**src/rtl/colparity_pkg.sv**
```systemverilog
// -----------------------------------------------------------------------------
// colparity_pkg
// Shared types and helpers for the column-parity (theta) engine.
//   state_e   : engine FSM states
//   addr_w_f  : slice-address width for a given number of slices (minimum 1)
//   idx       : flat bit index of A[x][y] inside a slice word (y*cols + x)
//   nb_dec    : (x-1) mod cols
//   nb_inc    : (x+1) mod cols
// -----------------------------------------------------------------------------
package colparity_pkg;

   typedef enum logic [2:0] {
      S_IDLE,
      S_PRIME_RD,
      S_PRIME_CAP,
      S_RD,
      S_WR,
      S_DONE
   } state_e;

   function automatic int addr_w_f(input int lane_w);
      return (lane_w <= 2) ? 1 : $clog2(lane_w);
   endfunction

   function automatic int idx(input int x, input int y, input int cols);
      return y * cols + x;
   endfunction

   function automatic int nb_dec(input int x, input int cols);
      return (x == 0) ? cols - 1 : x - 1;
   endfunction

   function automatic int nb_inc(input int x, input int cols);
      return (x == cols - 1) ? 0 : x + 1;
   endfunction

endpackage

```
**src/rtl/colparity_theta_slice.sv**
```systemverilog
// -----------------------------------------------------------------------------
// colparity_theta_slice
// Purely combinational theta step for one slice.
//   slice_in  [ROWS*COLS] : slice read from memory, bit y*COLS+x = A[x][y]
//   c_prev    [COLS]      : column parities of the previous slice (z-1, wrapping)
//   slice_out [ROWS*COLS] : A[x][y] ^ c_cur[x-1] ^ c_prev[x+1]
//   c_cur     [COLS]      : column parities of slice_in
// -----------------------------------------------------------------------------
module colparity_theta_slice
   import colparity_pkg::*;
#(
   parameter int ROWS = 5,
   parameter int COLS = 5
) (
   input  logic [ROWS*COLS-1:0] slice_in,
   input  logic [COLS-1:0]      c_prev,
   output logic [ROWS*COLS-1:0] slice_out,
   output logic [COLS-1:0]      c_cur
);

   // NOTE: every always_comb output gets a default first so no path can infer a latch.
   always_comb begin
      c_cur = '0;
      for (int x = 0; x < COLS; x++) begin
         for (int y = 0; y < ROWS; y++) begin
            c_cur[x] = c_cur[x] ^ slice_in[idx(x, y, COLS)];
         end
      end
   end

   always_comb begin
      slice_out = '0;
      for (int x = 0; x < COLS; x++) begin
         for (int y = 0; y < ROWS; y++) begin
            slice_out[idx(x, y, COLS)] = slice_in[idx(x, y, COLS)]
                                       ^ c_cur[nb_dec(x, COLS)]
                                       ^ c_prev[nb_inc(x, COLS)];
         end
      end
   end

endmodule

```
**src/rtl/colparity_theta_engine.sv**
```systemverilog
// -----------------------------------------------------------------------------
// colparity_theta_engine
// Sweeps a ROWS x COLS x LANE_W state held in an external synchronous-read
// slice memory, applying the theta column-parity mix one slice per two cycles.
// Slice LANE_W-1 is read first to prime c_prev, so slice 0 can be rewritten
// before the last slice is processed (the last slice is still read unmodified).
//
// Ports:
//   clk        rising-edge clock
//   rst        synchronous reset, active low
//   start      run request, sampled in IDLE only (wins over abort in IDLE)
//   abort      cancels a run; forces mem_rd/mem_wr/done low in that cycle
//   mem_addr   slice index
//   mem_rd     read strobe, mem_rdata valid the following cycle
//   mem_rdata  slice read data
//   mem_wr     write strobe
//   mem_wdata  transformed slice (combinational from mem_rdata and c_prev)
//   busy       high in every state except IDLE
//   done       one-cycle pulse at the end of a completed run
//
// Optional feature, enabled by defining COLPAR_PARITY_TAP_EN:
//   par_valid  high in WR
//   par_data   column parities of the slice being written
//   par_idx    index of the slice being written
// -----------------------------------------------------------------------------
module colparity_theta_engine
   import colparity_pkg::*;
#(
   parameter int LANE_W = 64,
   parameter int ROWS   = 5,
   parameter int COLS   = 5,
   localparam int ADDR_W  = addr_w_f(LANE_W),
   localparam int SLICE_W = ROWS * COLS
) (
   input  logic               clk,
   input  logic               rst,
   input  logic               start,
   input  logic               abort,
   output logic [ADDR_W-1:0]  mem_addr,
   output logic               mem_rd,
   input  logic [SLICE_W-1:0] mem_rdata,
   output logic               mem_wr,
   output logic [SLICE_W-1:0] mem_wdata,
   output logic               busy,
   output logic               done
`ifdef COLPAR_PARITY_TAP_EN
   ,
   output logic               par_valid,
   output logic [COLS-1:0]    par_data,
   output logic [ADDR_W-1:0]  par_idx
`endif
);

   localparam logic [ADDR_W-1:0] LAST_Z = ADDR_W'(LANE_W - 1);

   state_e              state_q, state_d;
   logic [ADDR_W-1:0]   z_q, z_d;
   logic [COLS-1:0]     c_prev_q, c_prev_d;
   logic [COLS-1:0]     c_cur;
   logic [SLICE_W-1:0]  slice_out;
   logic                abort_act;

   colparity_theta_slice #(
      .ROWS (ROWS),
      .COLS (COLS)
   ) u_slice (
      .slice_in  (mem_rdata),
      .c_prev    (c_prev_q),
      .slice_out (slice_out),
      .c_cur     (c_cur)
   );

   // abort only has an effect once a run is in progress
   assign abort_act = abort && (state_q != S_IDLE);

   always_comb begin
      state_d  = state_q;
      z_d      = z_q;
      c_prev_d = c_prev_q;
      unique case (state_q)
         S_IDLE: begin
            z_d = '0;
            if (start) state_d = S_PRIME_RD;
         end
         S_PRIME_RD:  state_d = S_PRIME_CAP;
         S_PRIME_CAP: begin
            // c_cur here is the parity of the original last slice
            c_prev_d = c_cur;
            state_d  = S_RD;
         end
         S_RD:        state_d = S_WR;
         S_WR: begin
            c_prev_d = c_cur;
            if (z_q == LAST_Z) begin
               state_d = S_DONE;
            end else begin
               z_d     = z_q + ADDR_W'(1);
               state_d = S_RD;
            end
         end
         S_DONE:      state_d = S_IDLE;
         default:     state_d = S_IDLE;
      endcase
      if (abort_act) begin
         state_d  = S_IDLE;
         z_d      = z_q;
         c_prev_d = c_prev_q;
      end
   end

   // NOTE: sequential state uses non-blocking assignments only, so every flop
   // samples the pre-edge value of every other flop.
   always_ff @(posedge clk) begin
      if (!rst) begin
         state_q  <= S_IDLE;
         z_q      <= '0;
         c_prev_q <= '0;
      end else begin
         state_q  <= state_d;
         z_q      <= z_d;
         c_prev_q <= c_prev_d;
      end
   end

   // Moore decodes of state; strobes are suppressed while abort is active
   always_comb begin
      busy      = (state_q != S_IDLE);
      mem_rd    = ((state_q == S_PRIME_RD) || (state_q == S_RD)) && !abort_act;
      mem_wr    = (state_q == S_WR) && !abort_act;
      done      = (state_q == S_DONE) && !abort_act;
      mem_addr  = '0;
      if (state_q == S_PRIME_RD) begin
         mem_addr = LAST_Z;
      end else if ((state_q == S_RD) || (state_q == S_WR)) begin
         mem_addr = z_q;
      end
      mem_wdata = slice_out;
   end

`ifdef COLPAR_PARITY_TAP_EN
   always_comb begin
      par_valid = (state_q == S_WR) && !abort_act;
      par_data  = par_valid ? c_cur : '0;
      par_idx   = par_valid ? z_q   : '0;
   end
`endif

endmodule

```
**config.mk**
```make
export PLATFORM = sky130hd
export DESIGN_NAME = colparity_theta_engine
export DESIGN_NICKNAME = d
export VERILOG_FILES = /design/src/rtl/colparity_pkg.sv /design/src/rtl/colparity_theta_slice.sv /design/src/rtl/colparity_theta_engine.sv
export SDC_FILE = /design/constraint.sdc
export NUM_CORES = 1
export LEC_CHECK = 0
export CAP_MARGIN = 20
export CELL_PAD_IN_SITES_DETAIL_PLACEMENT = 0
export CELL_PAD_IN_SITES_GLOBAL_PLACEMENT = 2
export CORE_MARGIN = 1
export CORE_UTILIZATION = 25
export DETAILED_ROUTE_END_ITERATION = 8
export HOLD_SLACK_MARGIN = 0.12
export PLACE_DENSITY = 0.79
export SYNTH_ARGS = -nofsm -noshare
export SYNTH_HDL_FRONTEND = slang
export SYNTH_HIERARCHICAL = 1
export SYNTH_SLANG_ARGS = --single-unit
```
**constraint.sdc**
```tcl
create_clock -name clk -period 1.55 [get_ports clk]
set_input_delay 0.2325 -clock clk [delete_from_list [all_inputs] [get_ports clk]]
set_output_delay 0.2325 -clock clk [all_outputs]
set_load 0.1 [all_outputs]
```
==> summary.md <==
| Metric | Value |
|---|---|
| Run status | `finished, violations left` |
| Failing checks | `setup timing` |
| Clock Tree Buf Depth | `2` |
| Synth Instances | `153` |
| Top cells by area, synth | `dfxtp_1, xnor2_1, xor3_1, xnor3_2, xnor3_1` |
| Primary FF master, synth | `dfxtp_1` |
| Core ar. | `0.005886 mm²` |
| # placed instances | `331` |
| Hpwl dp | `4.007 mm` |
| Most used cell, CP | `buf_12` |
| Synth warn | `6` |
| Final GP Congestion | `0.8374` |
| Clock latency on the worst-skew pair | `0.25 ns` |
| Largest area contributor in the netlist | `dfxtp_1` |
| Highest routed layer | `met4` |
| Die ar. | `0.006397 mm²` |
| Avg Synthesized Cell Area | `9.936 µm²` |
| Distinct cells, synth | `49` |
| Vias in the first global route | `1719` |
| Met3 WL | `206 µm` |
| Most frequent cells in the layout | `buf_4, buf_12, buf_6, xnor2_4, a21oi_1` |
| Post-layout util | `65.35%` |
| Metal-1 WL | `1.919 mm` |
| Worst slew pin tran | `0.3503 ns` |
| DRT iter0 DRCs | `39` |
| EDFF count, synth | `0` |
| Synth top area share | `18.44%` |
| CP required | `1.32 ns` |
| Finish-stage setup viols | `34` |
| Vias | `1662` |
| Synthesis-stage register bit count | `14` |
| Max_slew headroom | `76.48%` |
| CTS Hold Bufs | `0` |
| WS Path Type | `input pin to output pin` |
| Clk slew on worst S/H paths | `0.06 ns` |
| Minimum clock period | `1.909 ns` |
| Worst path max stage delay | `0.44 ns` |
| Final Hold Vio Count | `0` |
| Ant. Diodes | `0` |
| Max rail drop VDD | `0.001297 V` |
| R2R Setup Slk | `0.05 ns` |
| Period Utilization, post-route | `123.2%` |
| Ys async rst share | `0%` |
| Cts bufs inserted | `3` |
| WP buf/inv | `3` |
| All-layer global routing usage | `16.47%` |
| First-pass GRT wire length | `8.190 mm` |
| CTS tree | `built` |
| Seq/Total Area, Yosys | `18.44%` |
| I/O pins | `64` |
| Layout Skew | `0.0008397 ns` |
| Lkg Pwr | `0.001688 µW` |
| Post-DRT Antenna Nets | `0` |
| H-tree depth | `1` |
| CTS Root Cell | `clkbuf_8` |
| Maxcap violations | `0` |
| Mapped Area | `0.001520 mm²` |
| Setup repair after global routing missed its margin | `yes` |
| Fraction of layout cells with a size suffix above 1 | `73.93%` |
| Startpoint type of the worst setup path | `input pin` |
| Vias/cell | `4.682` |
| Initial antenna violation count | `0` |
| Die H | `79.98 µm` |
| Commonest non-fill, non-tap cell in the layout | `buf_4` |
| Row cnt | `28` |
| Met2 wire len | `2.977 mm` |
| Worst path arrival time | `1.68 ns` |
| Sum of negative setup slack | `-6.904 ns` |
| Hold Path Class | `flip-flop to flip-flop` |
| Power Density | `1423 mW/mm²` |
| WL/cell | `14.70 µm` |
| Slew Viols, Final | `0` |
| Final WL | `5.217 mm` |
| CP Capture Type | `output pin` |
| Pin count of the biggest net entering global routing | `11` |
| TritonRoute pass-1 iters | `4` |
| Grt ovf | `0` |
| CP max-delay cell | `xor3_2` |
| Final setup margin | `-0.3595 ns` |
| Cell family with most CP delay | `XOR/XNOR gates` |
| Final Cell Area | `0.003846 mm²` |
| Worst path cell trace | `buf_6 > xor3_2 > xnor3_2 > buf_12 > xor2_4 > buf_12` |
| Clk sinks | `14` |
| Die Width | `79.98 µm` |
| DP Area | `0.003425 mm²` |
| Port buffer count | `63` |
| Final net count | `311` |
| Syn Nets | `183` |
| Fin cells | `355` |
| Max Fclk | `0.5237 GHz` |
| DRC Markers | `0` |
| Crit path max fanout | `4` |
| Starting Density | `25.83%` |
| Syn-to-layout area delta | `153.0%` |
[flip-flops by register name (all words and copies together) (netlist names)]
register	cells
z_q	6
c_prev_q	5
state_q	3
[path summary, 6_finish.rpt]
check | from | end | cells past startpoint
worst max-delay path | mem_rdata[20] | mem_wdata[16] | 6
worst min register to register | c_prev_q[1]$_SDFFE_PN0P_ | c_prev_q[1]$_SDFFE_PN0P_ | 2
worst min-delay path | c_prev_q[1]$_SDFFE_PN0P_ | c_prev_q[1]$_SDFFE_PN0P_ | 2
worst max register to register | state_q[1]$_SDFFE_PP0P_ | z_q[1]$_SDFFE_PN0P_ | 5
[cell usage after synthesis (3+ instances only)]
| cell | number |
|---|---|
| o21ai_0 | 11 |
| dfxtp_1 | 14 |
| xnor3_1 | 4 |
| a2111oi_2 | 3 |
| xnor2_1 | 25 |
| inv_1 | 5 |
| a21oi_1 | 13 |
| nand3_1 | 6 |
| a311oi_1 | 3 |
| xnor3_2 | 4 |
| xor2_1 | 9 |
| nor2b_1 | 4 |
| xor3_1 | 5 |
| nand2_1 | 5 |
[tightest hold or removal path: stages (launching register included)]
cell and delay (ns):
dfxtp_2 0.32, o21ai_0 0.06, a21oi_1 0.06
[layer usage]
metal  GRT usage, %  vias to the layer above
met4          4.821                        0
li1               -                      809
met3          1.714                        9
met2          32.82                       50
met5              0                        -
met1          17.96                      794
[cell type report]
type,count,area (µm²)
fill,450,2039
multi-input combinational,127,1812
timing repair buffer,130,1570
sequential,14,296.5
tap,75,93.84
clock buffer,4,55.05
inverter,5,18.77
[cells by family (layout without fill, tap and decap cells)]
kind of cell               count (synthesis)  after routing  synth area share [%]
adders and majority gates                  1              1                0.8229
buffers and inverters                     12            139                 4.115
DFF                                       14             14                 18.44
xor gates and xnor gates                  48             48                 41.23
and+or+nand+nor                           34             34                 14.98
AOI/OAI and AO/OA                         44             44                 20.41
[power by group]
| part | internal (µW) | switching (µW) | total [µW] | leakage [µW] |
|---|---|---|---|---|
| Clock | 226 | 151 | 376 | 0.0000288 |
| Combinational | 1980 | 2730 | 4710 | 0.00154 |
| Sequential | 371 | 16.5 | 388 | 0.000118 |
| Total | 2570 | 2900 | 5470 | 0.00169 |
[through the flow]
step | setup slack, ns | power [µW] | hold slack (ns)
final | -0.3595 | 5473 | 0.4768
after global placement | -0.7064 | 4905 | 0.4702
after floorplan | -0.4211 | 3298 | 0.3744
after CTS | -0.4025 | 5460 | 0.4844
after detailed placement | -0.7553 | 4951 | 0.4756
after global routing | -0.3957 | 5630 | 0.5086
[what timing repair did]
item,in CTS,in global routing
endpoints found under the setup margin,37,38
gates resized for setup,110,38
cloned,0,0
buffers inserted,14,6
pin swaps,24,21
(Power assumes the default switching activity.)
